==> config.mk <==
export PLATFORM = sky130hd
export DESIGN_NAME = dmem_arbiter
export DESIGN_NICKNAME = d
export VERILOG_FILES = /design/src/rtl/dmem_arbiter.sv
export SDC_FILE = /design/constraint.sdc
export NUM_CORES = 1
export LEC_CHECK = 0
export ABC_CLOCK_PERIOD_IN_PS = 2300
export CAP_MARGIN = 20
export CORE_AREA = 2 2 54 107
export CTS_BUF_LIST = sky130_fd_sc_hd__clkbuf_16
export DETAILED_ROUTE_END_ITERATION = 16
export DIE_AREA = 0 0 56 109
export PLACE_DENSITY = 0.8
export SLEW_MARGIN = 20
export SYNTH_ARGS = -nofsm -noshare
export SYNTH_HDL_FRONTEND = slang
export SYNTH_SLANG_ARGS = --single-unit
==> constraint.sdc <==
create_clock -name Clock -period 2.3 [get_ports Clock]
set_clock_uncertainty 0.05 [all_clocks]
set_input_delay 0.46 -clock Clock [delete_from_list [all_inputs] [get_ports Clock]]
set_output_delay 0.46 -clock Clock [all_outputs]
set_load 0.01 [all_outputs]
==> src/rtl/dmem_arbiter.sv <==
// Two-port arbiter/sequencer for a single-port 1024x8 synchronous data RAM (port A = MEM stage, B = loader).
// Define DMEM_ARB_RR_EN for round-robin arbitration; otherwise A has priority with a MAX_WAIT starvation guard.
module dmem_arbiter #(
    parameter int unsigned MAX_WAIT = 8
) (
    input  logic       Clock,
    input  logic       Reset_n,
    input  logic       iReqA,
    input  logic       iWeA,
    input  logic [9:0] iAddrA,
    input  logic [7:0] iWDataA,
    input  logic       iReqB,
    input  logic       iWeB,
    input  logic [9:0] iAddrB,
    input  logic [7:0] iWDataB,
    output logic       oGntA,
    output logic       oGntB,
    output logic       oValidA,
    output logic       oValidB,
    output logic [7:0] oRDataA,
    output logic [7:0] oRDataB,
    output logic       oRamEn,
    output logic       oRamWe,
    output logic [9:0] oRamAddr,
    output logic [7:0] oRamWData,
    input  logic [7:0] iRamRData
);
    localparam logic [1:0] IDLE    = 2'd0;
    localparam logic [1:0] SERVE_A = 2'd1;
    localparam logic [1:0] SERVE_B = 2'd2;

    logic [1:0] r_state;
    logic [1:0] w_next;
    logic       w_b_wins;
    logic       r_we;
    logic [9:0] r_addr;
    logic [7:0] r_wdata;
    logic       r_tag_vld;
    logic       r_tag_b;
    logic       r_vld_a;
    logic       r_vld_b;
    logic [7:0] r_rdata_a;
    logic [7:0] r_rdata_b;

`ifdef DMEM_ARB_RR_EN
    logic r_last_b;

    // On contention the port not served last wins.
    assign w_b_wins = iReqB && (!iReqA || !r_last_b);

    always_ff @(posedge Clock or negedge Reset_n) begin
        if (!Reset_n)
            r_last_b <= 1'b1;
        else if (iReqA || iReqB)
            r_last_b <= w_b_wins;
    end
`else
    logic [7:0] r_wait;

    // B is forced through once it has been refused MAX_WAIT edges in a row.
    assign w_b_wins = iReqB && (!iReqA || (r_wait == 8'(MAX_WAIT)));

    always_ff @(posedge Clock or negedge Reset_n) begin
        if (!Reset_n)
            r_wait <= 8'd0;
        else if (iReqB && !w_b_wins)
            r_wait <= r_wait + 8'd1;
        else
            r_wait <= 8'd0;
    end
`endif

    always_comb begin
        w_next = IDLE;
        if (w_b_wins)
            w_next = SERVE_B;
        else if (iReqA)
            w_next = SERVE_A;
    end

    always_ff @(posedge Clock or negedge Reset_n) begin
        if (!Reset_n) begin
            r_state <= IDLE;
            r_we    <= 1'b0;
            r_addr  <= 10'd0;
            r_wdata <= 8'd0;
        end else begin
            r_state <= w_next;
            case (w_next)
                SERVE_A: begin
                    r_we    <= iWeA;
                    r_addr  <= iAddrA;
                    r_wdata <= iWDataA;
                end
                SERVE_B: begin
                    r_we    <= iWeB;
                    r_addr  <= iAddrB;
                    r_wdata <= iWDataB;
                end
                default: r_we <= 1'b0;
            endcase
        end
    end

    // Read tag follows the command one cycle, then steers RAM data to its port.
    always_ff @(posedge Clock or negedge Reset_n) begin
        if (!Reset_n) begin
            r_tag_vld <= 1'b0;
            r_tag_b   <= 1'b0;
            r_vld_a   <= 1'b0;
            r_vld_b   <= 1'b0;
            r_rdata_a <= 8'd0;
            r_rdata_b <= 8'd0;
        end else begin
            r_tag_vld <= (r_state != IDLE) && !r_we;
            r_tag_b   <= (r_state == SERVE_B);
            r_vld_a   <= r_tag_vld && !r_tag_b;
            r_vld_b   <= r_tag_vld && r_tag_b;
            if (r_tag_vld && !r_tag_b)
                r_rdata_a <= iRamRData;
            if (r_tag_vld && r_tag_b)
                r_rdata_b <= iRamRData;
        end
    end

    assign oGntA     = (r_state == SERVE_A);
    assign oGntB     = (r_state == SERVE_B);
    assign oRamEn    = (r_state != IDLE);
    assign oRamWe    = r_we;
    assign oRamAddr  = r_addr;
    assign oRamWData = r_wdata;
    assign oValidA   = r_vld_a;
    assign oValidB   = r_vld_b;
    assign oRDataA   = r_rdata_a;
    assign oRDataB   = r_rdata_b;

endmodule

==> results of run 1 <==
==> placed cells by master (no fill, tap or decap) <==
master	instances
clkdlybuf4s50_1	88
dfrtp_1	49
and2_1	19
a211o_1	18
mux2_2	16
o221a_1	10
o221a_2	8
buf_4	8
inv_1	7
nor2_1	5
clkbuf_16	5
o21ai_0	4
or3_1	4
nand3_1	4
a21oi_1	3
nor2b_1	3
nand2_1	2
xor2_1	2
ha_1	2
or4_4	1
nand3b_1	1
nand4b_1	1
o21ai_2	1
a32o_1	1
nand4_1	1
o211ai_1	1
xnor2_1	1
or2_2	1
nand2b_1	1
clkinv_1	1
clkinvlp_4	1
inv_6	1
clkinv_2	1
buf_2	1
==> cells in the mapped netlist (all sizes together), types with 2 or more instances <==
cell type / number / area share, %
dfrtp: 49 / 55
and2: 19 / 5.4
a211o: 18 / 7.1
o221a: 18 / 9.1
mux2: 16 / 8.1
inv: 7 / 1.2
clkbuf: 6 / 1.0
nor2: 5 / 0.85
o21ai: 5 / 1.3
nand3: 4 / 0.90
or3: 4 / 1.1
a21oi: 3 / 0.68
buf: 3 / 1.4
nor2b: 3 / 0.85
ha: 2 / 1.1
nand2: 2 / 0.34
xor2: 2 / 0.79
==> report_power, final <==
part / switching [W] / internal, W
Combinational: 0.000192 / 0.000345
Clock: 0.000320 / 0.000405
Sequential: 0.0000568 / 0.000962
==> routing by layer <==
metal  vias up  GRT usage [%]  wire length [microns]  part of all wire, %
li1        843              -                      -                    -
met1       887           24.9                   2500                   45
met2        93           30.1                   2630                   47
met3         3           3.80                    400                  7.2
met4         0           4.59                     54                 0.97
met5         -              0                      0                    0
==> sequential cells by signal (all words and copies together) (netlist names) <==
name,cells
oRamWData,8
oValidB,1
r_wait,8
oValidA,1
r_state,2
oRamAddr,10
oRamWe,1
oRDataB,8
r_tag_b,1
r_tag_vld,1
oRDataA,8
==> worst max path at each step <==
stage / slack (ns) / from / endpoint / depth (start not counted)
finish: 0.29 / r_wait[4]$_DFF_PN0_ / oRamWData[7]$_DFFE_PN0P_ / 4
CTS: 0.29 / r_wait[4]$_DFF_PN0_ / oRamWData[7]$_DFFE_PN0P_ / 4
floorplan: 0.33 / r_wait[4]$_DFF_PN0_ / oRamAddr[0]$_DFFE_PN0P_ / 5
global placement: 0.27 / iReqB / oRamWData[3]$_DFFE_PN0P_ / 5
detailed placement: 0.24 / iReqB / oRamWData[0]$_DFFE_PN0P_ / 5
global route: 0.18 / r_wait[4]$_DFF_PN0_ / r_wait[4]$_DFF_PN0_ / 3
==> cells by family (layout without fill, tap and decap cells) <==
kind of cell | count (synthesis) | count (layout)
DFF | 49 | 49
xor gates and xnor gates | 3 | 3
and+or+nand+nor | 43 | 43
AOI/OAI and AO/OA | 46 | 46
adders and majority gates | 2 | 2
buffers and inverters | 17 | 113
muxes | 16 | 16
==> critical path, delay by kind of cell (launching register included) <==
kind	cells	cell delay (ns)
compound gates	1	0.29
buf+inv	1	0.21
flops	1	0.42
simple gates	2	0.94
==> per-stage QoR <==
stage               instance area, sq um  worst slack [ns]  cells  utilization [%]  hold WS [ns]
finish                              3330             0.294    332             62.6         0.221
global route                        3330             0.179    332             62.6         0.281
CTS                                 3330             0.292    332             62.6         0.240
detailed placement                  3190             0.240    324             59.8         0.381
global placement                    3190             0.266    324             59.8         0.368
floorplan                           2220             0.331    176                -         0.114
==> area by class of cell <==
cell class | instances | area (sq um)
tap | 60 | 75.1
clock inverter | 3 | 21.3
multi-input combinational | 110 | 908
timing repair buffer | 97 | 946
clock buffer | 5 | 125
sequential | 49 | 1230
fill | 447 | 1990
inverter | 8 | 30.0
==> run_results.csv, run 1 <==
group,metric,value,unit
outcome,outcome,"finished clean",
worst_setup_path,start_kind,"flop",
clocking,h-tree-depth,2,
logic_synthesis,syn_area_per_cell,12.6,sq um
clocking,clk_latency,0.29,ns
clocking,cts_made_buffers,5,
sta,finalSetupViolCount,0,
sta,fmax,498,MHz
logic_synthesis,yosysWarnings,0,
sta,tightest_slew,0.712,ns
logic_synthesis,yosys_register_bits,49,
worst_setup_path,reg2reg_depth,4,
route,drt_iter0_drc,50,
clocking,clkSlewWorstSetupHoldPaths,0.07,ns
logic_synthesis,synth_top_family_by_area,"compound AO/OA/AOI/OAI gates",
finish,fin_nets,323,
power,p_total,0.00228,W
floorplan,num_rows,38,
floorplan,die_w,56,microns
worst_setup_path,critPathMaxStageDelay,0.58,ns
worst_setup_path,timing.rr.start,"r_wait[4]$_DFF_PN0_",
placement,place.gp.congestion,0.803,
route,via_count,1826,
grt,grt_pass1_wl,9020,microns
grt,grt_overflow,0,
clocking,cts_max_path_buffers,2,
logic_synthesis,netlist_instances,176,
clocking,cts_sinks,49,
route,viasPerCell,5.50,
worst_setup_path,path_cells,"or4_4, or3_1, buf_4, o221a_2",
power,p_leak,1.39,nW
finish,drive_above_1_share,16.2,%
route,avgRoutedWirePerCell,16.8,microns
route,drt-total-wl,5580,microns
job,maxCapViolations,0,
sta,max_slew_margin,52.3,%
logic_synthesis,ys.flop_type,"dfrtp_1",
worst_setup_path,r2r-end,"oRamWData[7]$_DFFE_PN0P_",
worst_setup_path,ff2ff_setup_slack,0.29,ns
sta,layout_min_cycle_time,2.01,ns
grt,grt_pass1_vias,1901,
worst_setup_path,crit_required,2.43,ns
sta,slew_viol_final,0,
clocking,cts_tree,"done",
finish,area_delta_synth_final,50.2,%
clocking,cts_root_buf,"clkbuf_16",
logic_synthesis,synth_compound_area_share,19.0,%
worst_setup_path,critPathMaxFanout,18,
min_path,hold_path_class,"in -> async",
logic_synthesis,synth_simple_gate_area_share,11.5,%
floorplan,dieHeight,109,microns
sta,fin_crit_sh,87.2,%
route,drtAntennaViolNets,0,
logic_synthesis,yosysSeqAreaShare,55.3,%
logic_synthesis,synth_xor_area_share,1.18,%
sta,hold_violations,0,
grt,grt_usage,18.3,%
logic_synthesis,synthArstFlopShare,100,%
grt,grt_max_degree,50,
sta,rsz0062_at_grt,"no",
floorplan,initial_core_util,41.7,%
worst_setup_path,critPathSlowestCell,"or4_4",
floorplan,dieArea,6100,sq um
grt,antenna_found_initial,0,
worst_setup_path,worstSetupEndpointType,"flop",
clocking,ctsResizeCount,0,
logic_synthesis,synth_nets,228,
floorplan,fp.coreArea,5330,sq um
power,ir_drop,0.555,mV
placement,port_buffers,89,
logic_synthesis,synth_edf_count,0,
sta,setup-tns-final,0,ns
logic_synthesis,synth_mux_area_share,8.12,%
worst_setup_path,crit_arrival,2.13,ns
route,drcViolationCount,0,
route,drt_first_pass_iters,4,
floorplan,io_pins,90,
logic_synthesis,syn_area,2220,sq um
power,pwr_density_cell,684,nW/um^2
finish,n_antenna_cell,0,
clocking,cts_hold_buf,0,
clocking,cts_setup_buffers,0,
placement,dpl.hpwl,3950,microns
worst_setup_path,critical_path_class,"reg -> reg",
logic_synthesis,synth_fa_ha_area_share,1.13,%
logic_synthesis,yosysUniqueCellTypes,31,
Note: power is estimated with default switching activity, not from simulation.
==> inputs of run 2 (changes only) <==
--- a/config.mk
+++ b/config.mk
@@ -9,9 +9,11 @@
 export CAP_MARGIN = 20
 export CORE_AREA = 2 2 54 107
 export CTS_BUF_LIST = sky130_fd_sc_hd__clkbuf_16
+export CTS_CLUSTER_DIAMETER = 120
 export DETAILED_ROUTE_END_ITERATION = 16
 export DIE_AREA = 0 0 56 109
-export PLACE_DENSITY = 0.8
+export PLACE_DENSITY = 0.78
+export SKIP_LAST_GASP = 1
 export SLEW_MARGIN = 20
 export SYNTH_ARGS = -nofsm -noshare
 export SYNTH_HDL_FRONTEND = slang
==> run 2 against run 1 <==
Clock power shrank 2%. Via count grew 1.2%. Critical path depth is the same. Die area is the same. Critical path type unchanged. Setup slack gained 0.015 ns. Non-clock buffer count grew 1. Final area grew 0.23%. Sequential power is essentially flat. Combinational power is essentially flat. Power shrank 0.39%. Cell count grew 0.30%. Global-route usage shrank 0.21 points.
==> run_results.csv, run 2 (synthesized netlist as in run 1, its figures left out) <==
group,metric,value,unit
worst_setup_path,critical_path_class,"reg -> reg",
sta,finalWorstSetupSlack,0.308,ns
placement,dpl.hpwl,4090,microns
sta,setup-tns-final,0,ns
sta,timing.hold.ws,0.0172,ns
power,p_leak,1.39,nW
floorplan,io_pins,90,
sta,slew_viol_final,0,
worst_setup_path,crit_arrival,2.11,ns
worst_setup_path,path_cells,"or4_4, or3_1, buf_4, o221a_2",
sta,rsz0062_at_grt,"no",
grt,grt_usage,18.1,%
floorplan,initial_core_util,41.7,%
finish,fin_nets,324,
finish,drive_above_1_share,16.5,%
clocking,cts_max_path_buffers,2,
clocking,cts_root_buf,"clkbuf_16",
placement,place.gp.congestion,0.815,
sta,layout_min_cycle_time,1.99,ns
worst_setup_path,worstSetupEndpointType,"flop",
sta,tightest_slew,0.625,ns
finish,n_antenna_cell,0,
grt,grt_overflow,0,
clocking,clkSlewWorstSetupHoldPaths,0.07,ns
grt,antenna_found_initial,0,
clocking,h-tree-depth,2,
worst_setup_path,critPathMaxStageDelay,0.58,ns
route,drt_first_pass_iters,4,
grt,grt_pass1_vias,1901,
sta,fmax,502,MHz
worst_setup_path,start_kind,"flop",
finish,layout_commonest_cell,"clkdlybuf4s50_1",
sta,finalSetupViolCount,0,
clocking,ctsResizeCount,0,
worst_setup_path,critPathMaxFanout,18,
finish,largest_register_ff_count,10,
clocking,cts_hold_buf,0,
worst_setup_path,cpLargestDelayFamily,"simple AND/OR/NAND/NOR gates",
sta,max_slew_margin,58.2,%
floorplan,fp.coreArea,5330,sq um
sta,hold_violations,0,
clocking,cts_tree,"done",
placement,pre_cts_ws,0.231,ns
power,pwr_density_cell,680,nW/um^2
sta,fin_crit_sh,86.6,%
floorplan,die_w,56,microns
worst_setup_path,cp_num_buf_inv,1,
route,via_count,1847,
route,viasPerCell,5.55,
worst_setup_path,critPathSlowestCell,"or4_4",
clocking,cts_setup_buffers,0,
grt,grt_max_degree,23,
grt,grt_pass1_wl,8940,microns
job,maxCapViolations,0,
clocking,cts_sinks,49,
worst_setup_path,timing.rr.start,"r_wait[4]$_DFF_PN0_",
finish,final_cell_mix,"clkdlybuf4s50_1 (88), dfrtp_1 (49), and2_1 (19), a211o_1 (18), mux2_2 (16)",
route,drcViolationCount,0,
clocking,cts_made_buffers,5,
finish,fin_util,62.7,%
clocking,clk_latency,0.28,ns
floorplan,dieHeight,109,microns
floorplan,num_rows,38,
route,avgRoutedWirePerCell,16.3,microns
worst_setup_path,crit_required,2.42,ns
min_path,hold_path_class,"in -> async",
route,drt_iter0_drc,50,
finish,area_delta_synth_final,50.5,%
power,ir_drop,0.660,mV
placement,port_buffers,89,
floorplan,dieArea,6100,sq um
route,drt-total-wl,5420,microns
worst_setup_path,critical_path.startpoint,"r_wait[4]$_DFF_PN0_",
route,drtAntennaViolNets,0,
outcome,outcome,"finished clean",
run 2: power by group:
group / internal (W) / switching (W)
clock: 0.000404 / 0.000310
combinational: 0.000346 / 0.000192
sequential: 0.000962 / 0.0000569
total: 0.00171 / 0.000559
run 2: layout make-up:
type	count	area, sq um
clock buffer	5	125
inverter	8	30.0
clock inverter	3	21.3
fill	422	1990
timing repair buffer	98	953
tap	60	75.1
multi-input combinational	110	908
sequential	49	1230
run 2: metal layers:
layer	vias to the layer above	global-route usage (%)	wire length, microns
met5	-	0	0
met4	0	3.57	46
met3	3	3.68	407
met2	89	31.1	2580
met1	911	23.8	2390
li1	844	-	-
run 2: worst reg2reg max path: cells and delay by family, from the launching register on:
family | cells | cell delay [ns]
AO/OA/AOI/OAI | 1 | 0.29
flip-flops | 1 | 0.41
AND/OR/NAND/NOR | 2 | 0.94
buffers and inverters | 1 | 0.20
run 2: worst paths after layout:
kind	to	cells past startpoint	slack, ns
hold reg to reg	r_tag_vld$_DFF_PN0_	1	0.38
hold / removal	oRDataA[5]$_DFFE_PN0P_	1	0.02
max in group asynchronous	oRamAddr[4]$_DFFE_PN0P_	2	1.62
setup reg to reg	oRamWData[3]$_DFFE_PN0P_	4	0.31
setup / recovery	oRamWData[3]$_DFFE_PN0P_	4	0.31
min in group Clock	r_tag_vld$_DFF_PN0_	1	0.38
run 2: per-stage QoR:
step / instance area [sq um] / instances / total power [W]
floorplan: 2220 / 176 / 0.00123
global placement: 3190 / 325 / 0.00156
detailed placement: 3190 / 325 / 0.00158
CTS: 3340 / 333 / 0.00230
global route: 3340 / 333 / 0.00237
finish: 3340 / 333 / 0.00227
